<file path="src/rtl/pipe_pkg.sv">
// pipe_pkg: shared pipeline-control definitions for the 5-stage MIPS core.
// Hazard FSM encoding, stall causes, register-zero/NOP constants, control bundle.
package pipe_pkg;

    localparam logic [4:0] REG_ZERO = 5'd0;

    typedef enum logic [1:0] {
        ST_RUN,
        ST_LU_STALL,
        ST_JR_STALL,
        ST_MD_WAIT
    } hz_state_e;

    typedef enum logic [1:0] {
        CAUSE_NONE,
        CAUSE_LU,
        CAUSE_JR,
        CAUSE_MD
    } stall_cause_e;

    typedef struct packed {
        logic pc_stall;
        logic if_id_stall;
        logic id_ex_stall;
        logic id_ex_bubble;
        logic ex_mem_bubble;
        logic if_id_flush;
        logic md_start;
        logic md_abort;
        logic md_err;
    } stage_ctrl_t;

    localparam stage_ctrl_t CTRL_NOP = '0;

    function automatic logic reg_match(logic [4:0] wreg, logic [4:0] src);
        return (wreg != REG_ZERO) && (wreg == src);
    endfunction

endpackage

</file>
<file path="src/rtl/hazard_detect.sv">
// hazard_detect: combinational load-use and jr-on-load hazard terms.
// Writes to $0 never match, so they never produce a hazard.
import pipe_pkg::*;

module hazard_detect (
    input  logic [4:0] i_id_rs,
    input  logic [4:0] i_id_rt,
    input  logic       i_id_use_rs,
    input  logic       i_id_use_rt,
    input  logic       i_id_jmp_reg,
    input  logic       i_ex_memread,
    input  logic [4:0] i_ex_wreg,
    input  logic       i_mem_memread,
    input  logic [4:0] i_mem_wreg,
    output logic       o_lu,
    output logic       o_je,
    output logic       o_jm
);

    logic w_ex_rs;
    logic w_ex_rt;
    logic w_mem_rs;

    assign w_ex_rs  = reg_match(i_ex_wreg, i_id_rs);
    assign w_ex_rt  = reg_match(i_ex_wreg, i_id_rt);
    assign w_mem_rs = reg_match(i_mem_wreg, i_id_rs);

    assign o_lu = i_ex_memread
                & ((i_id_use_rs & w_ex_rs) | (i_id_use_rt & w_ex_rt));
    assign o_je = i_id_jmp_reg & i_ex_memread & w_ex_rs;
    assign o_jm = i_id_jmp_reg & i_mem_memread & w_mem_rs;

endmodule

</file>
<file path="src/rtl/hazard_ctrl.sv">
// hazard_ctrl: stall/flush sequencer (load-use, jr-on-load, mult/div wait, MEM flush).
// Optional HAZARD_PERF_CNT_EN adds per-cause saturating stall-cycle counters.
import pipe_pkg::*;

module hazard_ctrl #(
    parameter int MD_MAX_CYCLES = 40,
    parameter int CNT_W         = 6
) (
    input  logic       clk,
    input  logic       rst,
    input  logic [4:0] id_Rs,
    input  logic [4:0] id_Rt,
    input  logic       id_use_rs,
    input  logic       id_use_rt,
    input  logic       id_jmp_reg,
    input  logic       ex_MemRead,
    input  logic [4:0] ex_wreg,
    input  logic       mem_MemRead,
    input  logic [4:0] mem_wreg,
    input  logic       ex_md_req,
    input  logic       md_done,
    input  logic       mem_flush,
    output logic       pc_stall,
    output logic       if_id_stall,
    output logic       id_ex_stall,
    output logic       id_ex_bubble,
    output logic       ex_mem_bubble,
    output logic       if_id_flush,
    output logic       md_start,
    output logic       md_abort,
    output logic       md_err
`ifdef HAZARD_PERF_CNT_EN
    ,
    output logic [31:0] lu_stall_cnt,
    output logic [31:0] jr_stall_cnt,
    output logic [31:0] md_stall_cnt
`endif
);

    hz_state_e    r_state;
    hz_state_e    w_next;
    logic [CNT_W-1:0] r_cnt;
    logic [CNT_W-1:0] w_cnt_next;
    stage_ctrl_t  w_ctrl;
    stall_cause_e w_cause;
    logic         w_lu;
    logic         w_je;
    logic         w_jm;

    hazard_detect u_detect (
        .i_id_rs      (id_Rs),
        .i_id_rt      (id_Rt),
        .i_id_use_rs  (id_use_rs),
        .i_id_use_rt  (id_use_rt),
        .i_id_jmp_reg (id_jmp_reg),
        .i_ex_memread (ex_MemRead),
        .i_ex_wreg    (ex_wreg),
        .i_mem_memread(mem_MemRead),
        .i_mem_wreg   (mem_wreg),
        .o_lu         (w_lu),
        .o_je         (w_je),
        .o_jm         (w_jm)
    );

    always_ff @(posedge clk) begin
        if (rst) begin
            r_state <= ST_RUN;
            r_cnt   <= '0;
        end else begin
            r_state <= w_next;
            r_cnt   <= w_cnt_next;
        end
    end

    always_comb begin
        w_ctrl     = CTRL_NOP;
        w_next     = r_state;
        w_cnt_next = r_cnt;
        w_cause    = CAUSE_NONE;
        if (mem_flush) begin
            w_ctrl.if_id_flush  = 1'b1;
            w_ctrl.id_ex_bubble = 1'b1;
            w_ctrl.md_abort     = (r_state == ST_MD_WAIT);
            w_next              = ST_RUN;
            w_cnt_next          = '0;
        end else begin
            unique case (r_state)
                ST_RUN: begin
                    if (ex_md_req) begin
                        w_ctrl.pc_stall      = 1'b1;
                        w_ctrl.if_id_stall   = 1'b1;
                        w_ctrl.id_ex_stall   = 1'b1;
                        w_ctrl.ex_mem_bubble = 1'b1;
                        w_ctrl.md_start      = 1'b1;
                        w_cause              = CAUSE_MD;
                        w_next               = ST_MD_WAIT;
                        w_cnt_next           = '0;
                    end else if (w_je || w_jm) begin
                        w_ctrl.pc_stall     = 1'b1;
                        w_ctrl.if_id_stall  = 1'b1;
                        w_ctrl.id_ex_bubble = 1'b1;
                        w_cause             = CAUSE_JR;
                        w_next              = w_je ? ST_JR_STALL : ST_RUN;
                    end else if (w_lu) begin
                        w_ctrl.pc_stall     = 1'b1;
                        w_ctrl.if_id_stall  = 1'b1;
                        w_ctrl.id_ex_bubble = 1'b1;
                        w_cause             = CAUSE_LU;
                        w_next              = ST_LU_STALL;
                    end
                end
                ST_LU_STALL: begin
                    w_next = ST_RUN;
                end
                ST_JR_STALL: begin
                    // load is in MEM here; after this cycle it is bypassed from WB
                    w_ctrl.pc_stall     = 1'b1;
                    w_ctrl.if_id_stall  = 1'b1;
                    w_ctrl.id_ex_bubble = 1'b1;
                    w_cause             = CAUSE_JR;
                    w_next              = ST_RUN;
                end
                ST_MD_WAIT: begin
                    if (md_done) begin
                        w_next     = ST_RUN;
                        w_cnt_next = '0;
                    end else if (r_cnt == CNT_W'(MD_MAX_CYCLES - 1)) begin
                        w_ctrl.md_err   = 1'b1;
                        w_ctrl.md_abort = 1'b1;
                        w_next          = ST_RUN;
                        w_cnt_next      = '0;
                    end else begin
                        w_ctrl.pc_stall      = 1'b1;
                        w_ctrl.if_id_stall   = 1'b1;
                        w_ctrl.id_ex_stall   = 1'b1;
                        w_ctrl.ex_mem_bubble = 1'b1;
                        w_cause              = CAUSE_MD;
                        w_cnt_next           = r_cnt + CNT_W'(1);
                    end
                end
                default: begin
                    w_next = ST_RUN;
                end
            endcase
        end
    end

    assign pc_stall      = w_ctrl.pc_stall;
    assign if_id_stall   = w_ctrl.if_id_stall;
    assign id_ex_stall   = w_ctrl.id_ex_stall;
    assign id_ex_bubble  = w_ctrl.id_ex_bubble;
    assign ex_mem_bubble = w_ctrl.ex_mem_bubble;
    assign if_id_flush   = w_ctrl.if_id_flush;
    assign md_start      = w_ctrl.md_start;
    assign md_abort      = w_ctrl.md_abort;
    assign md_err        = w_ctrl.md_err;

`ifdef HAZARD_PERF_CNT_EN
    logic [31:0] r_lu_cnt;
    logic [31:0] r_jr_cnt;
    logic [31:0] r_md_cnt;

    always_ff @(posedge clk) begin
        if (rst) begin
            r_lu_cnt <= '0;
            r_jr_cnt <= '0;
            r_md_cnt <= '0;
        end else begin
            if (w_cause == CAUSE_LU && r_lu_cnt != '1)
                r_lu_cnt <= r_lu_cnt + 32'd1;
            if (w_cause == CAUSE_JR && r_jr_cnt != '1)
                r_jr_cnt <= r_jr_cnt + 32'd1;
            if (w_cause == CAUSE_MD && r_md_cnt != '1)
                r_md_cnt <= r_md_cnt + 32'd1;
        end
    end

    assign lu_stall_cnt = r_lu_cnt;
    assign jr_stall_cnt = r_jr_cnt;
    assign md_stall_cnt = r_md_cnt;
`endif

endmodule
</file>
<file path="config.mk">
export PLATFORM = sky130hd
export DESIGN_NAME = hazard_ctrl
export DESIGN_NICKNAME = d
export VERILOG_FILES = /design/src/rtl/pipe_pkg.sv /design/src/rtl/hazard_detect.sv /design/src/rtl/hazard_ctrl.sv
export SDC_FILE = /design/constraint.sdc
export NUM_CORES = 1
export LEC_CHECK = 0
export ABC_AREA = 1
export BUFFER_PORTS_ARGS = -buffer_cell sky130_fd_sc_hd__buf_2
export CAP_MARGIN = 10
export CORE_MARGIN = 5
export CORE_UTILIZATION = 46
export CTS_CLUSTER_DIAMETER = 150
export DETAILED_ROUTE_END_ITERATION = 12
export PLACE_DENSITY = 0.82
export SKIP_CTS_REPAIR_TIMING = 1
export SYNTH_ARGS = -nofsm -noshare
export SYNTH_HDL_FRONTEND = slang
export SYNTH_SLANG_ARGS = --single-unit
export TNS_END_PERCENT = 10
</file>
<file path="constraint.sdc">
create_clock -name clk -period 2.2 [get_ports clk]
set_input_delay 0.33 -clock clk [delete_from_list [all_inputs] [get_ports clk]]
set_output_delay 0.33 -clock clk [all_outputs]
set_load 0.005 [all_outputs]
</file>
==> results.md <==
- The run finished with clean final reports.
- After detailed routing, the average wire length per cell comes to roughly 9.6 um.
- The longest clock path from root to sink contains 2 buffers.
- For the worst-skew pair, the clock arrives at the later sink with an insertion delay of ~0.25 ns.
- For this run, global-route usage on met2 was measured as 0.284.
- Synthesis inferred 8 register bits.
- Dividing the detail-routed via count by the number of cells gives 4.72.
- The number of antenna diodes in the final layout is 0.
- In the synthesized netlist the dominant register cell turns out to be sky130_fd_sc_hd__dfxtp_1.
- The vertical die dimension is between 50 and 60 um.
- The weighted congestion reported at the end of routability-driven placement is 0.788.
- Along the worst path, the maximum fanout reaches 4.
- The maximum number of pins on one net before global-route repair is 7.
- The final hold slack is 0.375 ns.
- The count of vias placed by the detailed router is approximately 1000.
- The maximum VDD drop is 0.000218 V.
- STA classifies the critical path startpoint as a flip-flop.
- Counting every net in the synthesized netlist gives 188.
- For this block, the initial DRC count from the detailed router was 20.
- The aggregate global routing overflow is 0.
- After routing, the total negative slack on setup checks comes to 0 ns.
- TritonCTS built the clock tree.
- The synthesis-to-layout area growth is 26.4%.
- The hold violation total from the final report is 0.
- For this run, global-route usage on met1 was measured as 0.196.
- The class of the most critical hold timing path is input port to flip-flop.
- The worst setup path is of the flip-flop to primary output kind.
- The library cell used as clock root buffer is sky130_fd_sc_hd__clkbuf_4.
- The layer with the highest usage after global routing is met2.
- The count of cell types in the netlist is 22.
- Once detail routing completed, the nets flagged for antenna violations numbered 0.
- The number of maximum-capacitance constraint violations is 0.
- The clock input transition at the sequential cells of the worst setup and hold paths is 0.05 ns.
- After detailed routing, the number of remaining DRC violations is 0.
- The count of mapped cells out of synthesis is between 150 and 200.
- For this run, the post-layout net count is 228.
- The number of global-route vias before repair is 950.
- The number of fill cells in the layout is around 180.
- The fraction of registers with async set or reset after synthesis is 0.
- Counting the buffers created by CTS gives 3.
- Setup violations remaining at the end of the flow were counted as 0.
- STA classifies the critical path endpoint as a primary output.
- The summed instance area of the synthesized netlist is 873 um2.
- The count of final max-slew check failures came to 0.
- The count of pins on the block boundary is 39.
- Subtracting the final worst setup slack from the clock period gives ~2 ns.
- The global-route wire length before repair is 3.55 mm.
- The upper clock frequency limit is 0.498 GHz.
- The Yosys step of the flow raised 0 warnings.
- The share of layout cells above drive strength 1 is 0.288.
- The die boundary width is about 54 um.
- Setup repair after global routing left no endpoint under its margin.
- The sequential cell area fraction in the yosys report is 0.183.
- The ratio of final minimum period to clock period is 0.913.
- Across the routed clock network, the largest skew measured is roughly 0.0048 ns.
- In this run the mean area of a mapped cell was roughly 5.7 um2.
- The total die area is 0.00287 mm2.
- The number of rows created at floorplan is 15.
- The starting utilization of the core area is 0.495.
- Detailed placement ended at an HPWL of 1.85 mm.
- Data on the critical path is required at its endpoint by 1.87 ns.
- The first detailed-routing pass took 4 iterations.
- For this design, the sink count on the clock tree is 8.
- For this run, the total global-route usage over all layers was measured as 0.162.
- For the pin with the worst max-slew slack, the measured transition is 0.465 ns.
- For met3 alone, demand over resource in global routing was 0.0388.
- The final wirelength is around 2.1 mm.
- CTS built an H-tree with a depth of 1.
- The leakage power figure is 0.605 nW.
- The total area inside the core boundary comes to between 0.0015 and 0.002 mm2.
- The count of buffers added on input and output ports is 38.
- The number of flops mapped to enable cells by yosys is 0.
- The number of antenna violations at the first check in global routing is 0.
- The arrival time of data at the critical path endpoint is 1.68 ns.
- Headroom to the max-slew limit came out at 0.687.
- Dividing total power by cell area gives a power density of 370 mW/mm2.
==> power by group <==
part | leakage, nW | total, mW | internal (mW) | switching [mW]
combinational | 0.526 | 0.146 | 0.0631 | 0.0833
sequential | 0.0649 | 0.153 | 0.149 | 0.00383
clock | 0.0138 | 0.109 | 0.0622 | 0.0463
total | 0.605 | 0.408 | 0.274 | 0.133
==> metrics by stage <==
stage / cell area (um2) / cells / power (mW) / utilization / setup WS, ns
6_report: 1100 / 216 / 0.408 / 0.626 / 0.192
5_1_grt: 1100 / 216 / 0.443 / 0.626 / 0.0105
4_1_cts: 1090 / 216 / 0.414 / 0.621 / 0.125
3_5_place_dp: 1070 / 213 / 0.303 / 0.608 / 0.401
3_3_place_gp: 1070 / 213 / 0.298 / 0.608 / 0.432
2_1_floorplan: 873 / 153 / 0.248 / - / 0.504
==> worst max-delay path, stage by stage, from the launching register on <==
cell and delay [ns]:
sky130_fd_sc_hd__dfxtp_1 0.38, sky130_fd_sc_hd__ha_1 0.16, sky130_fd_sc_hd__inv_1 0.06, sky130_fd_sc_hd__nor2_1 0.12, sky130_fd_sc_hd__inv_1 0.09, sky130_fd_sc_hd__nor2_2 0.17, sky130_fd_sc_hd__nor2_1 0.08, sky130_fd_sc_hd__nor3_1 0.20
sky130_fd_sc_hd__buf_2 0.16
==> registers in the layout, summed over array words and instances (netlist names) <==
name     flops
r_cnt        6
r_state      2
==> cells in the final DEF, fill, tap and decap left out, types with 3 or more instances in the layout <==
master | synthesis | routed
sky130_fd_sc_hd__ha_1 | 5 | 5
sky130_fd_sc_hd__nand2_1 | 41 | 41
sky130_fd_sc_hd__nor3_1 | 4 | 4
sky130_fd_sc_hd__nand3_1 | 10 | 10
sky130_fd_sc_hd__nand2_2 | 3 | 3
sky130_fd_sc_hd__buf_2 | 0 | 38
sky130_fd_sc_hd__dfxtp_1 | 8 | 8
sky130_fd_sc_hd__nor2_1 | 23 | 22
sky130_fd_sc_hd__nor2_2 | 4 | 5
sky130_fd_sc_hd__a21oi_1 | 6 | 6
sky130_fd_sc_hd__clkbuf_4 | 0 | 3
sky130_fd_sc_hd__xor2_1 | 4 | 4
sky130_fd_sc_hd__inv_1 | 24 | 24
sky130_fd_sc_hd__o21ai_0 | 5 | 5
==> path summary, 6_finish.rpt <==
kind,start,end,slack [ns],cells past startpoint
setup reg to reg,r_state[0],r_cnt[4],0.42,6
hold / removal,rst,r_state[0],0.37,4
hold reg to reg,r_cnt[5],r_cnt[5],0.47,2
setup / recovery,r_state[0],id_ex_stall,0.19,8
==> layout make-up <==
| class | count | area [um2] | area share |
|---|---|---|---|
| Inverter | 26 | 97.6 | 0.0884 |
| Tap cell | 25 | 31.3 | 0.0283 |
| Sequential cell | 8 | 160 | 0.145 |
| Clock buffer | 3 | 22.5 | 0.0204 |
| Multi-Input combinational cell | 116 | 602 | 0.545 |
| Timing Repair Buffer | 38 | 190 | 0.172 |
==> cell usage after synthesis, types with 2 or more instances <==
library cell,n,share of area
sky130_fd_sc_hd__nor2_1,23,0.099
sky130_fd_sc_hd__xor2_1,4,0.040
sky130_fd_sc_hd__inv_1,24,0.10
sky130_fd_sc_hd__ha_1,5,0.072
sky130_fd_sc_hd__buf_4,3,0.026
sky130_fd_sc_hd__dfxtp_1,8,0.18
sky130_fd_sc_hd__nand2_1,41,0.18
sky130_fd_sc_hd__nor2_2,4,0.029
sky130_fd_sc_hd__nor3_1,4,0.023
sky130_fd_sc_hd__xnor2_1,2,0.020
sky130_fd_sc_hd__nand2_2,3,0.021
sky130_fd_sc_hd__o22ai_1,2,0.014
sky130_fd_sc_hd__nand4_1,2,0.014
sky130_fd_sc_hd__o21ai_0,5,0.029
sky130_fd_sc_hd__inv_2,2,0.0086
sky130_fd_sc_hd__nand3_1,10,0.057
sky130_fd_sc_hd__a21oi_1,6,0.034
==> cells by family (layout without fill, tap and decap cells) <==
family / Yosys count / count (layout) / share of synthesized area
xor gates and xnor gates: 6 / 6 / 0.0602
and+or+nand+nor: 91 / 91 / 0.460
buffers and inverters: 29 / 67 / 0.138
AOI/OAI and AO/OA: 14 / 14 / 0.0874
adders and majority gates: 5 / 5 / 0.0716
DFF: 8 / 8 / 0.183
==> metal layers <==
metal	up-vias	routed length, um
li1	552	-
met1	433	948
met2	32	973
met3	2	149
met4	0	8
met5	-	0
(Power assumes the default switching activity.)
